`src/rtl/alu_input_loader_if.sv`:
```
// alu_input_loader_if
// Groups the switch/button inputs and the ALU-facing outputs of the
// ALU input loader into one bundle.
//   i_sw        : slide-switch value sampled on each qualified press
//   i_btn       : raw buttons (0 = load A, 1 = load B, 2 = load OP)
//   o_aData     : operand A (signed)
//   o_bData     : operand B (signed)
//   o_operation : opcode
//   o_update    : one-cycle pulse on every cycle where something loaded
//   o_valid     : A, B and OP have all been loaded since reset
// master = the board/stimulus side, slave = the loader itself.
interface alu_input_loader_if #(
    parameter int NB_SW = 8,
    parameter int NB_AB = 8,
    parameter int NB_OP = 6
) ();

    logic        [NB_SW-1:0] i_sw;
    logic        [2:0]       i_btn;
    logic signed [NB_AB-1:0] o_aData;
    logic signed [NB_AB-1:0] o_bData;
    logic        [NB_OP-1:0] o_operation;
    logic                    o_update;
    logic                    o_valid;

    modport master (
        output i_sw,
        output i_btn,
        input  o_aData,
        input  o_bData,
        input  o_operation,
        input  o_update,
        input  o_valid
    );

    modport slave (
        input  i_sw,
        input  i_btn,
        output o_aData,
        output o_bData,
        output o_operation,
        output o_update,
        output o_valid
    );

endinterface

```
`src/rtl/alu_input_loader.sv`:
```
// alu_input_loader
// Debounces three push-buttons and, on each qualified press, copies the
// slide-switch value into operand A, operand B or the opcode register that
// feed the ALU. All outputs are registered and hold between presses.
// Ports:
//   clock : system clock, rising edge
//   reset : asynchronous, active-low reset
//   bus   : alu_input_loader_if.slave (switches, buttons, ALU outputs)
module alu_input_loader #(
    parameter int NB_SW     = 8,
    parameter int NB_AB     = 8,
    parameter int NB_OP     = 6,
    parameter int NB_DB     = 20,
    parameter int DB_CYCLES = 1000000
) (
    input  logic               clock,
    input  logic               reset,
    alu_input_loader_if.slave  bus
);

    // Counter value at which a changed level has persisted DB_CYCLES edges.
    localparam logic [NB_DB-1:0] DB_TERM = NB_DB'(DB_CYCLES - 1);
    localparam logic [NB_DB-1:0] CNT_ONE = NB_DB'(1);

    logic [2:0] stable_s;
    logic [2:0] stable_d_s;
    logic [2:0] press_s;
    logic [2:0] loaded_next_s;

    logic signed [NB_AB-1:0] a_data_r;
    logic signed [NB_AB-1:0] b_data_r;
    logic        [NB_OP-1:0] operation_r;
    logic                    update_r;
    logic                    valid_r;
    logic        [2:0]       loaded_r;

    // Switch bits above the operand/opcode width are intentionally ignored.
    logic unused_sw_s;
    assign unused_sw_s = ^bus.i_sw;

    for (genvar k = 0; k < 3; k++) begin : g_ch
        logic             sync1_r;
        logic             sync2_r;
        logic             stable_r;
        logic             stable_d_r;
        logic [NB_DB-1:0] cnt_r;

        // Two-flop synchronizer for the asynchronous button level.
        always_ff @(posedge clock or negedge reset) begin
            if (!reset) begin
                sync1_r <= 1'b0;
                sync2_r <= 1'b0;
            end else begin
                sync1_r <= bus.i_btn[k];
                sync2_r <= sync1_r;
            end
        end

        // Debounce: a new level must persist DB_CYCLES consecutive edges;
        // any return to the current stable level restarts qualification.
        always_ff @(posedge clock or negedge reset) begin
            if (!reset) begin
                cnt_r    <= '0;
                stable_r <= 1'b0;
            end else if (sync2_r == stable_r) begin
                cnt_r    <= '0;
            end else if (cnt_r == DB_TERM) begin
                stable_r <= sync2_r;
                cnt_r    <= '0;
            end else begin
                cnt_r    <= cnt_r + CNT_ONE;
            end
        end

        // Delayed debounced level for rising-edge (press) detection.
        always_ff @(posedge clock or negedge reset) begin
            if (!reset) begin
                stable_d_r <= 1'b0;
            end else begin
                stable_d_r <= stable_r;
            end
        end

        assign stable_s[k]   = stable_r;
        assign stable_d_s[k] = stable_d_r;
    end

    // Press pulses and the loaded flags as they will be after this edge.
    always_comb begin
        press_s       = stable_s & ~stable_d_s;
        loaded_next_s = loaded_r | press_s;
    end

    // Load registers from the switches; every pressed channel uses the
    // same switch sample, and one update pulse covers all of them.
    always_ff @(posedge clock or negedge reset) begin
        if (!reset) begin
            a_data_r    <= '0;
            b_data_r    <= '0;
            operation_r <= '0;
            update_r    <= 1'b0;
            valid_r     <= 1'b0;
            loaded_r    <= 3'b000;
        end else begin
            if (press_s[0]) begin
                a_data_r <= bus.i_sw[NB_AB-1:0];
            end
            if (press_s[1]) begin
                b_data_r <= bus.i_sw[NB_AB-1:0];
            end
            if (press_s[2]) begin
                operation_r <= bus.i_sw[NB_OP-1:0];
            end
            update_r <= |press_s;
            loaded_r <= loaded_next_s;
            valid_r  <= &loaded_next_s;
        end
    end

    assign bus.o_aData     = a_data_r;
    assign bus.o_bData     = b_data_r;
    assign bus.o_operation = operation_r;
    assign bus.o_update    = update_r;
    assign bus.o_valid     = valid_r;

endmodule

```
`src/flat_wrapper.sv`:
```
// flat-port wrapper written by rule: the top's interface ports become plain ports
module alu_input_loader_flat 
#(
    parameter int NB_SW     = 8,
    parameter int NB_AB     = 8,
    parameter int NB_OP     = 6,
    parameter int NB_DB     = 20,
    parameter int DB_CYCLES = 1000000
)
  (clock, reset, bus_i_sw, bus_i_btn, bus_o_aData, bus_o_bData, bus_o_operation, bus_o_update, bus_o_valid);
  alu_input_loader_if #(.NB_SW(NB_SW), .NB_AB(NB_AB), .NB_OP(NB_OP)) bus_i ();
  input  logic clock;
  input  logic reset;
  input wire logic [$bits(bus_i.i_sw)-1:0] bus_i_sw;
  input wire logic [$bits(bus_i.i_btn)-1:0] bus_i_btn;
  output wire logic [$bits(bus_i.o_aData)-1:0] bus_o_aData;
  output wire logic [$bits(bus_i.o_bData)-1:0] bus_o_bData;
  output wire logic [$bits(bus_i.o_operation)-1:0] bus_o_operation;
  output wire logic [$bits(bus_i.o_update)-1:0] bus_o_update;
  output wire logic [$bits(bus_i.o_valid)-1:0] bus_o_valid;
  assign bus_i.i_sw = bus_i_sw;
  assign bus_i.i_btn = bus_i_btn;
  assign bus_o_aData = bus_i.o_aData;
  assign bus_o_bData = bus_i.o_bData;
  assign bus_o_operation = bus_i.o_operation;
  assign bus_o_update = bus_i.o_update;
  assign bus_o_valid = bus_i.o_valid;
  alu_input_loader #(.NB_SW(NB_SW), .NB_AB(NB_AB), .NB_OP(NB_OP), .NB_DB(NB_DB), .DB_CYCLES(DB_CYCLES)) u_core (.clock(clock), .reset(reset), .bus(bus_i));
endmodule
```
`config.mk`:
```
export PLATFORM = sky130hd
export DESIGN_NAME = alu_input_loader_flat
export DESIGN_NICKNAME = d
export VERILOG_FILES = /design/src/rtl/alu_input_loader_if.sv /design/src/rtl/alu_input_loader.sv /design/src/flat_wrapper.sv
export SDC_FILE = /design/constraint.sdc
export NUM_CORES = 1
export LEC_CHECK = 0
export BUFFER_PORTS_ARGS = -buffer_cell sky130_fd_sc_hd__buf_4
export CAP_MARGIN = 10
export CORE_ASPECT_RATIO = 0.9
export CORE_MARGIN = 2
export CORE_UTILIZATION = 45
export DETAILED_ROUTE_END_ITERATION = 7
export PLACE_DENSITY = 0.67
export SLEW_MARGIN = 20
export SYNTH_ARGS = -nofsm -noshare
export SYNTH_HDL_FRONTEND = slang
export SYNTH_SLANG_ARGS = --single-unit
```
`constraint.sdc`:
```
create_clock -name clock -period 4.4 [get_ports clock]
set_clock_uncertainty 0.15 [all_clocks]
set_input_delay 0.88 -clock clock [delete_from_list [all_inputs] [get_ports clock]]
set_output_delay 0.88 -clock clock [all_outputs]
set_load 0.02 [all_outputs]
```
# Word level (Yosys, flattened, before mapping)
# Index checks and enable logic that the tools add are counted.
dict set report word_totals {
  input_bits 13
  word_cells 47
  output_inout_bits 24
  register_bits 99
}
dict set report classes {
  n_reduce_logical 5
  eq_ne 6
  muxes 6
  n_bitwise 6
  add_sub_neg 3
}
# cell count
set ops {}
lappend ops {{20-bit two-way mux} 6}
lappend ops {{20-bit by 1-bit adder with 20-bit output (second input constant)} 3}
lappend ops {{20-bit == test (second input constant)} 3}
lappend ops {{2-bit AND reduction} 3}
lappend ops {{3-bit bitwise AND} 1}
lappend ops {{1-bit == test} 3}
lappend ops {{1-bit inverter} 3}
lappend ops {{3-bit inverter} 1}
lappend ops {{3-bit OR} 1}
lappend ops {{3-bit AND reduction} 1}
lappend ops {{3-bit OR reduction} 1}

# Depth between registers and ports, before layout
dict set report depth {
  word_depth 4
  depth_mapped 6
  mapped_depth_nobuf 5
}

# Worst setup path before layout
# No wires, ideal clock.
dict set report synth_timing {
  path_type {reg-to-reg}
  start {register u_core.g_ch[1].cnt_r[0]}
  end {register u_core.g_ch[1].cnt_r[18]}
  setup_time_ns 0.073
  arrival_ns 1.914
  setup_slack_ns 2.263
  path_stages_with_launch 7
  required_time_ns 4.177
  path_buffers 1
  synth_period_minus_slack_ns 2.137
  cell_sequence {dfrtp_1 > ha_1 > nand2_1 > or4_1 > buf_2 > or4_4 > a21oi_2}
}
dict set report synth_between {
  elab_chain_cells 3
  elab_cells_between_ends 4
  cone_classes {add/sub: 1; eq/ne: 1; mux: 2}
}
# item line_no
set synth_lines {}
lappend synth_lines {{from (decl)} alu_input_loader.sv:46} ;# logic [NB_DB-1:0] cnt_r;
lappend synth_lines {{from (signal assigned)} alu_input_loader.sv:71} ;# cnt_r <= cnt_r + CNT_ONE;
lappend synth_lines {{20-bit by 1-bit adder with 20-bit output / 20-bit == test (equally long branches)} {alu_input_loader.sv:71, alu_input_loader.sv:67}}
lappend synth_lines {{20-bit two-way mux *} alu_input_loader.sv:67} ;# end else if (cnt_r == DB_TERM) begin
lappend synth_lines {{20-bit two-way mux *} alu_input_loader.sv:65} ;# end else if (sync2_r == stable_r) begin
# Mark *: on every way between the ends. The rest lies on a longest branch, timed or not.
# A chain may end at the register's enable or synchronous reset.

# Worst setup path in the final report
dict set report layout_timing {
  start {register u_core.g_ch[1].cnt_r[12]}
  end {register u_core.g_ch[1].cnt_r[11]}
}
dict set report layout_between {
  elab_chain_cells 3
}
# item line_no
set layout_lines {}
lappend layout_lines {{20-bit == test} alu_input_loader.sv:67}
lappend layout_lines {{20-bit two-way mux} alu_input_loader.sv:67}
lappend layout_lines {{20-bit two-way mux} alu_input_loader.sv:65}
# No other way between the ends.

==> reports/qor.csv <==
metric,value,unit
dieHeight,97.1,µm
cts_root_buffer,clkbuf_8,
hold_path_class,register to register,
ctsHoldBuffers,0,
cpMostUsedCell,or4_1,
cp-start-kind,register,
drive_gt1_share,20.7,%
core-area,9250,µm²
synth_flop_cell,dfrtp_1,
yosysWarnings,0,
synth.top_cell.area_share,57.1,%
vdd_drop_max,0.135,mV
fin_ws,1.82,ns
finalSetupViolations,0,
min_period,2.58,ns
start_util,46.9,%
cts_made_buffers,9,
synth_cell_type_count,32,
crit_path_end_kind,register,
syn2layout_area_growth,14.4,%
rr_worst_depth,5,
worstReg2RegEnd,u_core.g_ch[1].cnt_r[11],
synth_enable_flop_cells,0,
grt_usage,16.4,%
wl_per_cell,13.8,µm
numClockSinks,99,
worstSetupPathType,register to register,
power_density,334,nW/µm²
required,4.49,ns
nFillCells,835,
slew_headroom,41.4,%
dpl.hpwl,5330,µm
cp_max_fo,13,
detail_route.vias_per_cell,5.42,
fin_util,53.6,%
die_area,10400,µm²
overflow,0,
path_clk_slew,0.09,ns
syn_area,4340,µm²
synth_common_cells,"99 x dfrtp_1, 44 x nor2_1, 25 x mux2_2, 25 x nand3_1, 23 x xnor2_1",
avgSynthCellArea,10.9,µm²
vias,3047,
hold_ws,0.209,ns
gp_congestion,0.811,
post_cts_resized,0,
status,"finished, final reports clean",
min-delay-start,u_core.g_ch[1].sync1_r,
ctsHtreeMaxLevel,3,
cts_setup_buffers,0,
setup_tns,0,ns
slew_violations,0,
fmax,387,MHz
grt_pass1_vias,2949,
power.leakage,2.13,nW
clock_latency,0.36,ns
worstHoldPathCells,0,
synth-seq-cells,99,
r2r-start,u_core.g_ch[1].cnt_r[12],
num_antenna_cells,0,
antenna_found_initial,0,
netlist.top_cell.by_area,dfrtp_1,
clk_path_buf_depth,2,
port_buffers,36,
synth_area_leaders,"dfrtp_1 57%, mux2_2 6.5%, xnor2_1 4.6%",
finalNetCount,451,
min_period_over_period,58.7,%
drc_errors,0,
critPathArrivalTime,2.67,ns
grt_max_degree,72,
drv_cap,0,
synth_nets,414,
antenna_left,0,
pre_cts_slack,1.81,ns
hold_path_end,u_core.g_ch[1].sync2_r,
drt_iter0_markers,121,
total_power,1.66,mW
fp-row-count,33,
path_cells,or4_1 > or4_1 > o21ai_1 > buf_4 > nor2_1,
seq_area_frac_synth,57.1,%
cpPeakStageDelay,0.55,ns
async_flop_share,100,%
grt_pass1_wl,13800,µm
io_pins,37,
yosysMostFrequentCell,dfrtp_1,
drtPass1Iterations,4,
regToRegSetupSlack,1.82,ns
die_w,107,µm
crit_path_start,u_core.g_ch[1].cnt_r[12],
crit_slowest_cell,or4_1,
syn-instance-count,398,
grt_setup_unrepaired,false,
wirelength,7740,µm
worstMarginPinSlew,0.880,ns
cts_tree,built,
hold_viol,0,
[sequential cells by signal, indices dropped and copies added, names as in the netlist]
| signal | cells |
|---|---|
| u_core.bus.o_aData | 8 |
| u_core.g_ch.cnt_r | 60 |
| u_core.bus.o_update | 1 |
| u_core.g_ch.sync2_r | 3 |
| u_core.g_ch.stable_r | 3 |
| u_core.g_ch.sync1_r | 3 |
| u_core.g_ch.stable_d_r | 3 |
| u_core.bus.o_bData | 8 |
| u_core.loaded_r | 3 |
| u_core.bus.o_operation | 6 |
| u_core.bus.o_valid | 1 |
[routing by layer]
metal	part of all wire, %	track usage [%]	up-vias	routed length [µm]
li1	-	-	1482	-
met1	49	22.4	1510	3770
met2	46	25.8	44	3560
met3	3.7	3.76	11	288
met4	1.5	5.62	0	114
met5	0	0	-	0
[cell type report]
| cell class | count | area (µm²) | share of cell area (%) |
|---|---|---|---|
| sequential | 99 | 2480 | 49.9 |
| multi-input combinational | 270 | 1750 | 35.3 |
| timing repair buffer | 40 | 300 | 6.05 |
| tap | 122 | 153 | 3.08 |
| clock buffer | 10 | 138 | 2.77 |
| clock inverter | 6 | 87.6 | 1.77 |
| inverter | 15 | 56.3 | 1.13 |
[logic make-up (layout without fill, tap and decap cells)]
group                      Yosys count  after routing  synth area share, %
xor gates and xnor gates            36             36                 7.27
DFF                                 99             99                 57.1
AOI/OAI and AO/OA                   45             45                 5.68
adders and majority gates            3              3                0.866
buffers and inverters               29             71                 2.65
and+or+nand+nor                    161            161                 19.9
muxes                               25             25                 6.49
[power by group]
| group | internal, mW | switching, mW | leakage [nW] |
|---|---|---|---|
| clock | 0.337 | 0.303 | 0.117 |
| combinational | 0.0312 | 0.0494 | 0.686 |
| sequential | 0.926 | 0.0128 | 1.32 |
| total | 1.29 | 0.365 | 2.13 |
[stage by stage]
| stage | area (µm²) | instances |
|---|---|---|
| floorplan | 4340 | 398 |
| global placement | 4740 | 546 |
| detailed placement | 4740 | 546 |
| CTS | 4960 | 562 |
| global route | 4960 | 562 |
| finish | 4960 | 562 |
[worst max-delay path, delay by kind of cell (launching register included)]
family | cells | cell delay, ns
simple gates | 3 | 1.12
compound gates | 1 | 0.48
flops | 1 | 0.43
buf+inv | 1 | 0.30
[worst max path at each step]
stage | end | slack [ns] | cells past startpoint
2_1_floorplan | u_core.g_ch[1].cnt_r[18] | 2.26 | 6
3_3_place_gp | u_core.g_ch[1].cnt_r[7] | 1.90 | 5
3_5_place_dp | u_core.g_ch[1].cnt_r[19] | 1.81 | 5
4_1_cts | u_core.g_ch[1].cnt_r[8] | 1.80 | 5
5_1_grt | u_core.g_ch[1].cnt_r[12] | 1.65 | 5
6_report | u_core.g_ch[1].cnt_r[11] | 1.82 | 5
[layout by cell type (no fill, tap or decap), types with 2 or more instances in the layout]
cell type  count
o31ai_1        6
xnor2_1       23
o21ai_0       15
ha_1           3
nand2_1       14
nor2_1        44
xor2_1        13
nand3_2        2
or3_1         13
or4_1         12
nor3_1         8
nor4b_1        3
nor4_1         7
o21ai_1        2
or3_2          2
nor2b_1        2
nand2b_1       4
bufinv_16      2
a21oi_1       20
and2_1         2
mux2_2        25
and3_1         7
clkbuf_8      10
dfrtp_1       99
or2_2          2
buf_4         40
inv_1         15
nand3_1       25
clkinv_2       2
nand4_1       11
No activity file was read; power rests on OpenSTA's default activity.
